`src/rtl/adr_gen_nested_if.sv`:
```
// Bundles the config and stepping handshake between the accelerator controller
// and the nested-loop address generator.
interface adr_gen_nested_if #(
  parameter int BANK_ADDR_WIDTH = 8
);
  logic                       config_en;
  logic [BANK_ADDR_WIDTH-1:0] config_data;
  logic                       adr_en;
  logic [BANK_ADDR_WIDTH-1:0] adr;
  logic                       last;

  modport master (
    output config_en,
    output config_data,
    output adr_en,
    input  adr,
    input  last
  );

  modport slave (
    input  config_en,
    input  config_data,
    input  adr_en,
    output adr,
    output last
  );
endinterface

```
`src/rtl/adr_gen_nested.sv`:
```
// Nested-loop strided address generator: walks NUM_LOOPS odometer-ordered loops
// and emits base + sum(idx[i]*stride[i]) per step, configured by a serial word burst.
module adr_gen_nested #(
  parameter int BANK_ADDR_WIDTH = 8,
  parameter int NUM_LOOPS       = 3
) (
  input  logic             clk,
  input  logic             rst_n,
  adr_gen_nested_if.slave  bus
);
  localparam int W         = BANK_ADDR_WIDTH;
  localparam int NUM_WORDS = 2 * NUM_LOOPS + 1;
  localparam int CW        = $clog2(NUM_WORDS + 1);

  logic [W-1:0]  base;
  logic [W-1:0]  bound   [NUM_LOOPS];
  logic [W-1:0]  stride  [NUM_LOOPS];
  logic [W-1:0]  idx     [NUM_LOOPS];
  logic [W-1:0]  idx_nxt [NUM_LOOPS];
  logic [CW-1:0] cfg_cnt;
  logic          carry;
  logic [W-1:0]  adr_acc;
  logic          all_last;

  // Odometer increment; a carry out of the outermost loop leaves every index at 0.
  always_comb begin
    carry = 1'b1;
    for (int i = 0; i < NUM_LOOPS; i++) begin
      idx_nxt[i] = idx[i];
      if (carry) begin
        if (idx[i] == bound[i]) begin
          idx_nxt[i] = '0;
        end else begin
          idx_nxt[i] = idx[i] + 1'b1;
          carry      = 1'b0;
        end
      end
    end
  end

  always_comb begin
    adr_acc  = base;
    all_last = 1'b1;
    for (int i = 0; i < NUM_LOOPS; i++) begin
      adr_acc  = adr_acc + W'(idx[i] * stride[i]);
      all_last = all_last & (idx[i] == bound[i]);
    end
  end

  assign bus.adr  = adr_acc;
  assign bus.last = all_last;

  // cfg_cnt saturates at NUM_WORDS so extra words in a long burst write nothing.
  always_ff @(posedge clk or negedge rst_n) begin
    if (!rst_n) begin
      base    <= '0;
      cfg_cnt <= '0;
      for (int i = 0; i < NUM_LOOPS; i++) begin
        bound[i]  <= '0;
        stride[i] <= '0;
        idx[i]    <= '0;
      end
    end else if (bus.config_en) begin
      if (cfg_cnt != CW'(NUM_WORDS)) begin
        cfg_cnt <= cfg_cnt + 1'b1;
      end
      if (cfg_cnt == '0) begin
        base <= bus.config_data;
      end
      for (int i = 0; i < NUM_LOOPS; i++) begin
        idx[i] <= '0;
        if (cfg_cnt == CW'(2 * i + 1)) begin
          bound[i] <= bus.config_data;
        end
        if (cfg_cnt == CW'(2 * i + 2)) begin
          stride[i] <= bus.config_data;
        end
      end
    end else begin
      cfg_cnt <= '0;
      if (bus.adr_en) begin
        for (int i = 0; i < NUM_LOOPS; i++) begin
          idx[i] <= idx_nxt[i];
        end
      end
    end
  end
endmodule

```
`src/flat_wrapper.sv`:
```
// flat-port wrapper written by rule: the top's interface ports become plain ports
module adr_gen_nested_flat 
#(
  parameter int BANK_ADDR_WIDTH = 8,
  parameter int NUM_LOOPS       = 3
)
  (clk, rst_n, bus_config_en, bus_config_data, bus_adr_en, bus_adr, bus_last);
  adr_gen_nested_if #(.BANK_ADDR_WIDTH(BANK_ADDR_WIDTH)) bus_i ();
  input  logic clk;
  input  logic rst_n;
  input wire logic [$bits(bus_i.config_en)-1:0] bus_config_en;
  input wire logic [$bits(bus_i.config_data)-1:0] bus_config_data;
  input wire logic [$bits(bus_i.adr_en)-1:0] bus_adr_en;
  output wire logic [$bits(bus_i.adr)-1:0] bus_adr;
  output wire logic [$bits(bus_i.last)-1:0] bus_last;
  assign bus_i.config_en = bus_config_en;
  assign bus_i.config_data = bus_config_data;
  assign bus_i.adr_en = bus_adr_en;
  assign bus_adr = bus_i.adr;
  assign bus_last = bus_i.last;
  adr_gen_nested #(.BANK_ADDR_WIDTH(BANK_ADDR_WIDTH), .NUM_LOOPS(NUM_LOOPS)) u_core (.clk(clk), .rst_n(rst_n), .bus(bus_i));
endmodule
```
`config.mk`:
```
export PLATFORM = sky130hd
export DESIGN_NAME = adr_gen_nested_flat
export DESIGN_NICKNAME = d
export VERILOG_FILES = /design/src/rtl/adr_gen_nested_if.sv /design/src/rtl/adr_gen_nested.sv /design/src/flat_wrapper.sv
export SDC_FILE = /design/constraint.sdc
export NUM_CORES = 1
export LEC_CHECK = 0
export CORE_ASPECT_RATIO = 1.4
export CORE_MARGIN = 4
export CORE_UTILIZATION = 55
export DETAILED_ROUTE_END_ITERATION = 8
export PLACE_DENSITY = 0.72
export SETUP_SLACK_MARGIN = 0.3
export SLEW_MARGIN = 10
export SYNTH_ARGS = -nofsm -noshare
export SYNTH_HDL_FRONTEND = slang
export SYNTH_SLANG_ARGS = --single-unit
```
`constraint.sdc`:
```
create_clock -name clk -period 11.08 [get_ports clk]
set_input_delay 2.77 -clock clk [delete_from_list [all_inputs] [get_ports clk]]
set_output_delay 2.77 -clock clk [all_outputs]
set_load 0.005 [all_outputs]
```
### Yosys cells after proc, flatten, opt, wreduce, memory -nomap -nowiden

Cells that the tools add are included.

* register bits after elaboration: 83
* output and inout bits: 9
* logic and storage cells: 59

* $add $sub $neg: 7
* multiply operators: 3
* eq/ne operators: 11
* multiplexer cells: 12
* bitwise gates (word level): 2
* reduce and logical (&&, ||, !) cells: 13

Operators by type and width (count)
* 24-bit 2-to-1 mux: 2
* 8-bit 2-to-1 mux: 5
* 8-bit by 1-bit adder with 8-bit output, second input constant: 3
* 8-bit adder: 3
* 8-bit == test: 3
* 8-bit by 8-bit multiplier with 8-bit output: 3
* 2-bit AND reduction: 9
* 3-bit == test, second input constant: 3
* 3-bit by 2-bit == test with 1-bit output, second input constant: 2
* 3-bit 2-to-1 mux: 2
* 2-bit nonzero test: 3
* 3-bit by 1-bit adder with 3-bit output, second input constant: 1
* 3-bit by 1-bit == test with 1-bit output, second input constant: 1
* 3-bit zero test: 1
* 1-bit 2-to-1 mux: 3
* 3-bit inequality test, second input constant: 1
* 1-bit AND: 2
* 2-bit by 1-bit inequality test with 1-bit output, second input constant: 1

### Depth between registers and ports, before layout

* depth after elaboration: 6
* gate-level depth with buffers: 21
* mapped depth without buffers: 20

### Least setup slack after synthesis

No wires, ideal clock.

* path type: register -> output
* from: register u_core.idx[0] (netlist name)
* to: output port bus_adr[7]
* data arrival time: 5.543 ns
* slack: 2.767 ns
* stages on the path, launching flop included: 20
* cell sequence: dfrtp_1 > clkbuf_1 > and2_1 > fa_1 > inv_1 > fa_1 > fa_1 > inv_1 > fa_1 > fa_1 > fa_1 > inv_1 > fa_1 > inv_1 > ha_1 > inv_1 > o21bai_1 > a21oi_1 > xnor2_2 > xnor3_1

* longest elaborated chain between the ends: 2

RTL lines
* start, declared: line adr_gen_nested.sv:18 `logic [W-1:0] idx [NUM_LOOPS];`
* start signal, assigned by index: line adr_gen_nested.sv:83 `idx[i] <= idx_nxt[i];`
* 8-bit by 8-bit multiplier with 8-bit output: line adr_gen_nested.sv:45 `adr_acc = adr_acc + W'(idx[i] * stride[i]);`
* 8-bit adder: line adr_gen_nested.sv:45
* end, declared: line flat_wrapper.sv:14 `output wire logic [$bits(bus_i.adr)-1:0] bus_adr;`

No other way between the ends.

### Final worst setup path

Same ends and word-level chain as after synthesis.

==> results.py <==
metrics = {
    "run_status": {
        "status": "complete, no violations",
    },
    "timing": {
        "rsz0062_at_grt": "no",
        "period_minus_slack_ns": 9.241,
        "finalClockSkew_ns": 0.009005,
        "tns_ns": 0,
        "timing.slew.headroom_pct": 29.96,
        "finalHoldViolCount": 0,
        "max_freq_mhz": 108.2,
        "period_share_pct": 83.40,
        "slew_violations": 0,
        "setup_violations": 0,
        "worstMarginPinSlew_ns": 1.051,
        "fin_ws_ns": 1.839,
    },
    "clocking": {
        "cts_max_level": 3,
        "path_clk_slew_ns": 0.07,
        "cts_max_path_buffers": 2,
        "postCtsSetupRepairBufs": 0,
        "clkLatencyLatePin_ns": 0.34,
        "ctsHoldBuffers": 0,
        "cts.repair.resized": 0,
        "cts_tree": "built",
        "clock_sinks": 83,
        "clockRootBuffer": "clkbuf_16",
        "cts_made_buffers": 9,
    },
    "place": {
        "post_dp_cell_area_sq_um": 7391,
        "numPortBuffers": 20,
        "dp_slack_ns": 2.189,
        "place_congestion": 0.8647,
        "dp_hpwl_microns": 11890,
    },
    "power": {
        "p_total_mw": 1.476,
        "p_leak_nw": 3.648,
        "vdd_drop_max_v": 0.0001326,
        "powerDensity_nw_per_um2": 191.7,
    },
    "logic_synthesis": {
        "netlist_instances": 688,
        "synth_cell_type_count": 43,
        "seq_area_frac_synth_pct": 29.09,
        "ys_ff_latch": 83,
        "synth_flop_cell": "dfrtp_1",
        "synthTopCellsByArea": "dfrtp_1, fa_1, ha_1",
        "yosys.area.top_type": "dfrtp_1",
        "synth_top_area_share_pct": 29.09,
        "synth_edf_count": 0,
        "async_flop_share_pct": 100.0,
        "netlist_area_sq_um": 7141,
        "yosys_warnings": 0,
        "synth_nets": 819,
        "avgSynthCellArea_sq_um": 10.38,
    },
    "detailed_routing": {
        "avgRoutedWirePerCell_microns": 17.53,
        "drtPass1Iterations": 4,
        "vias": 4677,
        "routed_wl_microns": 14990,
        "viasPerCell": 5.470,
        "drt.antenna.violating_nets": 0,
        "drc": 0,
        "first_iter_violations": 167,
    },
    "grt": {
        "antenna_found_initial": 0,
        "grt_pass1_vias": 5198,
        "grt_max_degree": 84,
        "grtUsageTotal_pct": 21.99,
        "overflow": 0,
        "grt_pass1_wl_microns": 25520,
    },
    "floorplanning": {
        "die_h_microns": 142.8,
        "dieWidth_microns": 104.3,
        "coreArea_sq_um": 12810,
        "die_area_sq_um": 14900,
        "start_util_pct": 55.73,
        "pin_count": 21,
        "rows": 49,
    },
    "critical_path": {
        "cp.required_ns": 8.31,
        "reg2reg_depth": 7,
        "path_max_fanout": 15,
        "arrival_ns": 6.47,
        "critPathKind": "reg2out",
        "setup.worst_path.start_class": "register",
        "end_kind": "output port",
    },
    "cells_and_area": {
        "nNetsFinal": 828,
        "design_area_sq_um": 7700,
        "fillers": 1068,
        "utilization_pct": 60.09,
        "regArea_sq_um": 2077,
        "diodes": 0,
        "multi_input_comb_area_sq_um": 4553,
        "syn2layout_area_growth_pct": 7.832,
        "final_common_cell": "inv_1",
        "drive_gt1_share_pct": 12.82,
        "final_cell_mix": "inv_1, dfrtp_1, nand2_1, ha_1, and2_1",
    },
    "run": {
        "max_cap_violations": 0,
    },
    "min_path": {
        "worstHoldPathCells": 1,
        "hold_class": "reg2reg",
    },
}
synth_stat cells (2+ instances only):
master,number
xor2_1,36
nand2_1,72
buf_6,4
buf_2,6
and3_1,6
a21oi_1,7
o21ai_0,15
nor4_1,3
nand3_1,11
nor4_2,2
o31ai_1,2
buf_4,6
nand3_2,3
mux2_2,56
dfrtp_1,83
xnor2_2,2
fa_1,57
inv_1,97
and2_1,58
nor2_2,2
xnor2_1,46
clkbuf_1,7
nor2_1,21
ha_1,62
nand2b_1,2
mux2i_1,2
nand4_1,4
layer usage:
layer,GRT usage (%),wire length (microns)
met5,0,0
met4,13.38,784
met3,2.533,423
met2,39.58,7868
met1,25.07,5910
registers in the layout (all words and copies together), names as in the netlist:
name and flops:
u_core.base 8, u_core.bound 24, u_core.cfg_cnt 3, u_core.idx 24
u_core.stride 24
report_power, final:
part | leakage [nW] | total (mW) | internal (mW) | switching [mW]
combinational | 2.43 | 0.686 | 0.382 | 0.304
sequential | 1.07 | 0.482 | 0.382 | 0.101
clock | 0.149 | 0.308 | 0.179 | 0.129
total | 3.65 | 1.48 | 0.942 | 0.533
worst max-delay path: stages (launching register included):
cell and delay, ns:
dfrtp_1 0.54, and2_1 0.23, fa_1 0.53, inv_1 0.05
fa_1 0.48, fa_1 0.49, inv_1 0.05, fa_1 0.52
fa_1 0.44, fa_1 0.54, inv_1 0.06, fa_1 0.53
inv_1 0.04, ha_1 0.31, inv_1 0.08, o21bai_1 0.07
a21oi_1 0.24, xnor2_2 0.15, xnor3_1 0.32, clkdlybuf4s50_1 0.45
cell type report:
cell class / count / share of cell area, %
Multi-Input combinational cell: 485 / 59.13
Sequential cell: 83 / 26.97
Inverter: 97 / 4.729
Clock buffer: 9 / 2.925
Timing Repair Buffer: 21 / 2.665
Tap cell: 153 / 2.486
Clock inverter: 7 / 1.089
path summary, 6_finish.rpt:
| path | startpoint | to | slack [ns] |
|---|---|---|---|
| hold reg to reg | u_core.base[4]$_DFFE_PN0P_ | u_core.base[4]$_DFFE_PN0P_ | 0.51 |
| setup / recovery | u_core.idx[0]$_DFFE_PN0P_ | bus_adr[7] | 1.84 |
| hold / removal | u_core.base[4]$_DFFE_PN0P_ | u_core.base[4]$_DFFE_PN0P_ | 0.51 |
| setup reg to reg | u_core.idx[16]$_DFFE_PN0P_ | u_core.idx[7]$_DFFE_PN0P_ | 8.54 |
| min in group asynchronous | rst_n | u_core.stride[4]$_DFFE_PN0P_ | 2.58 |
| max in group asynchronous | rst_n | u_core.bound[21]$_DFFE_PN0P_ | 7.79 |
stage by stage:
step,std cells,hold slack [ns]
6_report,855,0.5104
4_1_cts,855,0.5143
5_1_grt,855,0.5203
2_1_floorplan,688,0.4794
3_5_place_dp,839,0.4956
3_3_place_gp,839,0.4875
cell families (layout without fill, tap and decap cells):
| group | after synthesis | in the layout | synth area share (%) |
|---|---|---|---|
| AOI/OAI and AO/OA | 33 | 33 | 3.049 |
| xor gates and xnor gates | 85 | 85 | 10.83 |
| adders and majority gates | 119 | 119 | 26.84 |
| buffers and inverters | 120 | 134 | 7.149 |
| DFF | 83 | 83 | 29.09 |
| muxes | 58 | 58 | 9.112 |
| and+or+nand+nor | 190 | 190 | 13.93 |
(Power assumes the default switching activity.)
